<file path="config.mk">
export PLATFORM = sky130hd
export DESIGN_NAME = alu_issue
export DESIGN_NICKNAME = d
export VERILOG_FILES = /design/src/rtl/alu_issue.sv
export SDC_FILE = /design/constraint.sdc
export NUM_CORES = 1
export LEC_CHECK = 0
export ABC_AREA = 1
export CORE_MARGIN = 10
export CORE_UTILIZATION = 45
export CTS_CLUSTER_DIAMETER = 50
export CTS_CLUSTER_SIZE = 25
export DETAILED_ROUTE_END_ITERATION = 10
export GPL_TIMING_DRIVEN = 0
export PLACE_DENSITY = 0.86
export SKIP_CTS_REPAIR_TIMING = 1
export SYNTH_ARGS = -nofsm -noshare
export SYNTH_HDL_FRONTEND = slang
export SYNTH_SLANG_ARGS = --single-unit
</file>
<file path="constraint.sdc">
create_clock -name i_clk -period 2.5 [get_ports i_clk]
set_input_delay 0.375 -clock i_clk [delete_from_list [all_inputs] [get_ports i_clk]]
set_output_delay 0.375 -clock i_clk [all_outputs]
set_load 0.01 [all_outputs]
</file>
<file path="src/rtl/alu_issue.sv">
// alu_issue: decodes RV32IM OP/OP-IMM into ALU op_mode/func_op, holds operands across
// mul/div stalls and emits a writeback tag aligned with the ALU's registered result.
module alu_issue (
  input  logic        i_clk,
  input  logic        i_rst_n,
  input  logic        i_valid,
  output logic        o_ready,
  input  logic [31:0] i_instr,
  input  logic [31:0] i_rs1_data,
  input  logic [31:0] i_rs2_data,
  output logic [2:0]  o_op_mode,
  output logic [2:0]  o_func_op,
  output logic        o_fp_mode,
  output logic [31:0] o_a,
  output logic [31:0] o_b,
  input  logic        i_alu_stall,
  output logic        o_wb_valid,
  output logic [4:0]  o_wb_rd,
  output logic        o_wb_illegal
);
  logic        occ, fire, accept, ill_q;
  logic [4:0]  rd_q;
  logic [6:0]  opcode, f7;
  logic [2:0]  f3, d_mode, d_func;
  logic        is_op, is_imm, alt, mext, legal;
  logic [31:0] d_a, d_b;
  logic        unused_rs1_field;
  assign unused_rs1_field = ^i_instr[19:15];
  assign opcode = i_instr[6:0];
  assign f3     = i_instr[14:12];
  assign f7     = i_instr[31:25];
  assign is_op  = opcode == 7'b0110011;
  assign is_imm = opcode == 7'b0010011;
  assign mext   = is_op && f7 == 7'b0000001;
  // alternate encoding (SUB/SRA/SRAI); for OP-IMM only the shift-right slot carries it
  assign alt    = f7 == 7'b0100000 && (is_op || f3 == 3'b101);
  assign legal  = is_op ? (mext ? (f3 == 3'b000 || f3 == 3'b100) :
                           f7 == 7'b0000000 ? f3 != 3'b011 :
                           alt && (f3 == 3'b000 || f3 == 3'b101))
                        : is_imm && (f3 == 3'b001 ? f7 == 7'b0000000 :
                                     f3 == 3'b101 ? (f7 == 7'b0000000 || alt) :
                                     f3 != 3'b011);
  always_comb begin
    d_mode = 3'd0;
    d_func = 3'b000;
    case (f3)
      3'b000: begin d_mode = 3'd4; d_func = {2'b00, alt}; end
      3'b001: d_mode = 3'd2;
      3'b010: d_mode = 3'd3;
      3'b100: begin d_mode = 3'd1; d_func = 3'b010; end
      3'b101: begin d_mode = 3'd2; d_func = alt ? 3'b011 : 3'b010; end
      3'b110: begin d_mode = 3'd1; d_func = 3'b001; end
      default: d_mode = 3'd1;
    endcase
    if (mext) begin
      d_mode = f3 == 3'b100 ? 3'd6 : 3'd5;
      d_func = 3'b000;
    end
    if (!legal) begin
      d_mode = 3'd0;
      d_func = 3'b000;
    end
  end
  assign d_a = legal ? i_rs1_data : 32'd0;
  assign d_b = !legal ? 32'd0 : is_op ? i_rs2_data :
               f3[1:0] == 2'b01 ? {27'd0, i_instr[24:20]} : {{20{i_instr[31]}}, i_instr[31:20]};
  assign fire      = occ && !i_alu_stall;
  assign o_ready   = !occ || !i_alu_stall;
  assign accept    = i_valid && o_ready;
  assign o_fp_mode = 1'b0;
  always_ff @(posedge i_clk or negedge i_rst_n) begin
    if (!i_rst_n) begin
      occ          <= 1'b0;
      o_op_mode    <= 3'd0;
      o_func_op    <= 3'd0;
      o_a          <= 32'd0;
      o_b          <= 32'd0;
      rd_q         <= 5'd0;
      ill_q        <= 1'b0;
      o_wb_valid   <= 1'b0;
      o_wb_rd      <= 5'd0;
      o_wb_illegal <= 1'b0;
    end else begin
      if (accept) begin
        occ       <= 1'b1;
        o_op_mode <= d_mode;
        o_func_op <= d_func;
        o_a       <= d_a;
        o_b       <= d_b;
        rd_q      <= i_instr[11:7];
        ill_q     <= !legal;
      end else if (fire) begin
        occ       <= 1'b0;
        o_op_mode <= 3'd0;
        o_func_op <= 3'd0;
        o_a       <= 32'd0;
        o_b       <= 32'd0;
      end
      o_wb_valid   <= fire;
      o_wb_rd      <= rd_q;
      o_wb_illegal <= ill_q;
    end
  end
endmodule
</file>
==> out/summary.md <==
The synthesized design spends more area on one cell type than any other, namely sky130_fd_sc_hd__dfrtp_1. Internal power comes to 2.170 mW. The tools report the diode insertion count for antenna repair as 0. Clock tree root buffer cell: sky130_fd_sc_hd__clkbuf_8. The core region is 8341 µm². The clock skew is 0.007735 ns, and the via count is 3,691. The cell with the most instances on the worst path is sky130_fd_sc_hd__clkdlybuf4s50_1.

TritonCTS built the clock tree. The type of origin of the critical path was a primary input. From synthesis to final layout, the design area changed by 53.46%.

The floorplan has 33 rows. From left edge to right edge, the die measures 113.3 µm. The tools report the number of antenna violations at the first check in global routing as 0. The analysis attributes to net switching a power of 750.3 µW.

The run gives 0.3322 ns as the worst slack at placement. The register bit count reported by yosys came out at 83. Entering global routing, the biggest net connects 62 pins. The final count of pins violating max slew was 0; the hold slack was 0.3811 ns. The worst path needs 1.867 ns of the cycle, external delays included. The average instance area after synthesis was 8.809 µm²; the headroom to the max-slew limit was 66.32%. The pre-antenna-repair detailed-routing pass consisted of 4 iterations. From bottom edge to top edge, the die measures 113.3 µm. For this run, the post-layout net count is 729. Leaving out fill and tap cells, the most frequent cells in the layout are 176 x sky130_fd_sc_hd__nand2_1, 169 x sky130_fd_sc_hd__clkdlybuf4s50_1, 83 x sky130_fd_sc_hd__dfrtp_1, 50 x sky130_fd_sc_hd__o21ai_2, 21 x sky130_fd_sc_hd__o211ai_1.

Residual DRC count: 0. Across all register-to-register paths, the minimum setup slack is 0.83 ns. Register share of total power: 47.6%. The via count of the first global-routing pass is 3,717, and the die outline area is 12,840 µm². The clock reaches the later pin of the worst-skew pair after 0.34 ns.

Total standard cell area after synthesis: 3920 µm². The setup TNS after final layout was 0 ns. The number of port buffers was 170; the leakage dissipation was 2.640 nW. Counting cells, the worst reg-to-reg path comes to 7.

In this run the biggest area consumer among cell types represents 52.98% of the synthesized area. The finished cells cover 6016 µm². The logs give 0 for the aggregate global routing overflow and 12,300 µm for the total detailed-routing wirelength. The run gives 83 as the number of clock sinks.

Global routing used 18.56% of the available tracks. Of the total power, the clock network draws 36.8%. The via count normalized by instance count was 4.995.

STA classifies the critical path endpoint as a primary output. The signal on the critical path passes through clkdlybuf4s50_1, nand2_1, clkdlybuf4s50_1. The tools report the number of maximum-capacitance violations as 0. Setup repair after global routing left no endpoint under its margin. Along the worst path, the maximum fanout reaches 3.

Clock tree synthesis inserted a total of 9 buffers. The utilization after layout is 72.13%. Dividing the detail-routed wire length by the instance count gives 16.64 µm.

The power per cell area is 485.5 nW/µm². Data arrives at the worst endpoint at 1.49 ns. The fraction of final layout cells sized beyond drive strength 1 is 15.14%, and the minimum setup slack in the final design is 0.6330 ns. Sequential cells were found to cover 52.98% of the synthesized design area.

The count of pins on the block boundary was 179. Switching share of power: 25.69%. Yosys printed 0 warnings. The starting density of the core came out at 47.00%. IR analysis of the VDD net gives a maximum drop of 0.3134 mV. The total count of hold-check failures in the final report came out at 0. The final estimated routing congestion in global placement was 0.8677. The run gives 5782 µm² as the cell area after placement.

Yosys mapped the design onto 26 distinct sky130hd cell types. The HPWL after detailed placement is 9779 µm. Cell count after placement: 722.

For this run, the top clock speed supported by timing is 0.5356 GHz. Synthesis handed over a netlist of 445 instances. The overall power was 2.921 mW.

The classification of the worst setup path was primary input to primary output. The worst hold path begins at rd_q[0]. The detail route stage leaves a number of antenna-violating nets equal to 0. In this run the critical register-to-register path is captured at o_a[16]. Setup violations remaining at the end of the flow were counted as 0. Leaving out fill and tap cells, the most frequent cell in the layout is sky130_fd_sc_hd__nand2_1.

Of the total power, combinational logic draws 15.6%. For the pin with the worst max-slew slack, the measured transition is 0.5052 ns. The worst-case clock buffer depth is 2. On the worst path, the slowest cell contributes a delay of 0.56 ns. The finished layout holds 739 standard cells, fillers aside. After clock tree synthesis, the clock-pin slew on the worst setup and hold paths is 0.09 ns.

The detailed router's first-iteration violation count is 171. The first global-routing pass estimated 19,420 µm of wire. Yosys attributes the largest share of cell area to sky130_fd_sc_hd__dfrtp_1 53%, sky130_fd_sc_hd__nand2_1 17%, sky130_fd_sc_hd__o21ai_2 11%. The required time at the endpoint of the critical path is 2.12 ns. On the critical path, the stage with the largest delay is an instance of sky130_fd_sc_hd__clkdlybuf4s50_1. Worst hold path cell count: 0.

The startpoint identified for the worst register-to-register timing path is occ. Worst min-delay path category: flop to flop. The worst path uses 74.68% of the clock period. The path with the worst hold slack has its endpoint at o_wb_rd[0].

The run finished with clean final reports. The H-tree generated during clock tree synthesis spans 3 levels.
cell usage after synthesis:
library cell and number:
sky130_fd_sc_hd__buf_4 3, sky130_fd_sc_hd__o211ai_1 21, sky130_fd_sc_hd__conb_1 1, sky130_fd_sc_hd__buf_6 6, sky130_fd_sc_hd__buf_2 6, sky130_fd_sc_hd__o21ai_0 6, sky130_fd_sc_hd__nor3_1 8, sky130_fd_sc_hd__o21ai_2 50
sky130_fd_sc_hd__inv_2 7, sky130_fd_sc_hd__buf_1 1, sky130_fd_sc_hd__nor2_1 18, sky130_fd_sc_hd__a21oi_1 8, sky130_fd_sc_hd__dfrtp_1 83, sky130_fd_sc_hd__nand2_2 2, sky130_fd_sc_hd__nand2_4 1, sky130_fd_sc_hd__and3_1 1
sky130_fd_sc_hd__nor3b_1 1, sky130_fd_sc_hd__nor2_4 1, sky130_fd_sc_hd__nand3_2 1, sky130_fd_sc_hd__nand3_1 5, sky130_fd_sc_hd__nor2_2 1, sky130_fd_sc_hd__inv_1 10, sky130_fd_sc_hd__clkbuf_1 14, sky130_fd_sc_hd__nand4_1 4
sky130_fd_sc_hd__o21ai_1 10, sky130_fd_sc_hd__nand2_1 176
registers in the layout, summed over array words and instances, names as in the netlist:
signal,cells
occ,1
o_a,32
ill_q,1
o_func_op,2
o_op_mode,3
rd_q,5
o_wb_illegal,1
o_wb_valid,1
o_b,32
o_wb_rd,5
cell families (layout without fill, tap and decap cells):
| group | Yosys count | in the layout | share of synthesized area, % |
|---|---|---|---|
| and+or+nand+nor | 219 | 219 | 22.53 |
| AOI/OAI and AO/OA | 95 | 95 | 18.26 |
| DFF | 83 | 83 | 52.98 |
| buffers and inverters | 47 | 235 | 6.128 |
| other | 1 | 2 | 0.09566 |
layer usage:
metal  GRT usage, %  wire [µm]  up-vias  share of wire, %
li1               -          -     1807                 -
met1          21.43       4884     1752                40
met2          32.07       6301      120                51
met3          6.181        999       12               8.1
met4          5.076        111        0              0.90
met5              0          0        -                 0
worst max-delay path by stage:
stage | start | end | slack (ns)
3_5_place_dp | i_instr[1] | o_b[23] | 0.33
3_3_place_gp | i_rst_n | o_wb_rd[3] | -1.84
2_1_floorplan | i_instr[2] | o_b[22] | 1.05
4_1_cts | i_alu_stall | o_ready | 0.62
5_1_grt | i_instr[1] | o_b[2] | 0.50
6_report | i_alu_stall | o_ready | 0.63
power groups by stage:
stage | clock (mW) | combinational, mW | sequential (mW)
finish | 1.07 | 0.456 | 1.39
global route | 1.15 | 0.500 | 1.39
CTS | 1.10 | 0.461 | 1.39
detailed placement | 0 | 0.459 | 1.42
global placement | 0 | 0.445 | 1.42
floorplan | 0 | 0.168 | 1.43
critical path, delay by kind of cell:
kind	cells	cell delay (ns)
buffers and inverters	2	1.00
AND/OR/NAND/NOR	1	0.12
final cells by class:
type                    count  area (µm²)
flip-flops and latches     83        2077
clock inverters             7       100.1
clock buffers               9       123.9
fillers                   670        2325
plain buffers              30       176.4
well taps                 105       131.4
inverters                  17       63.81
multi-input cells         316        1607
repair buffers            172        1737
Power figures use the tool's default switching activity.
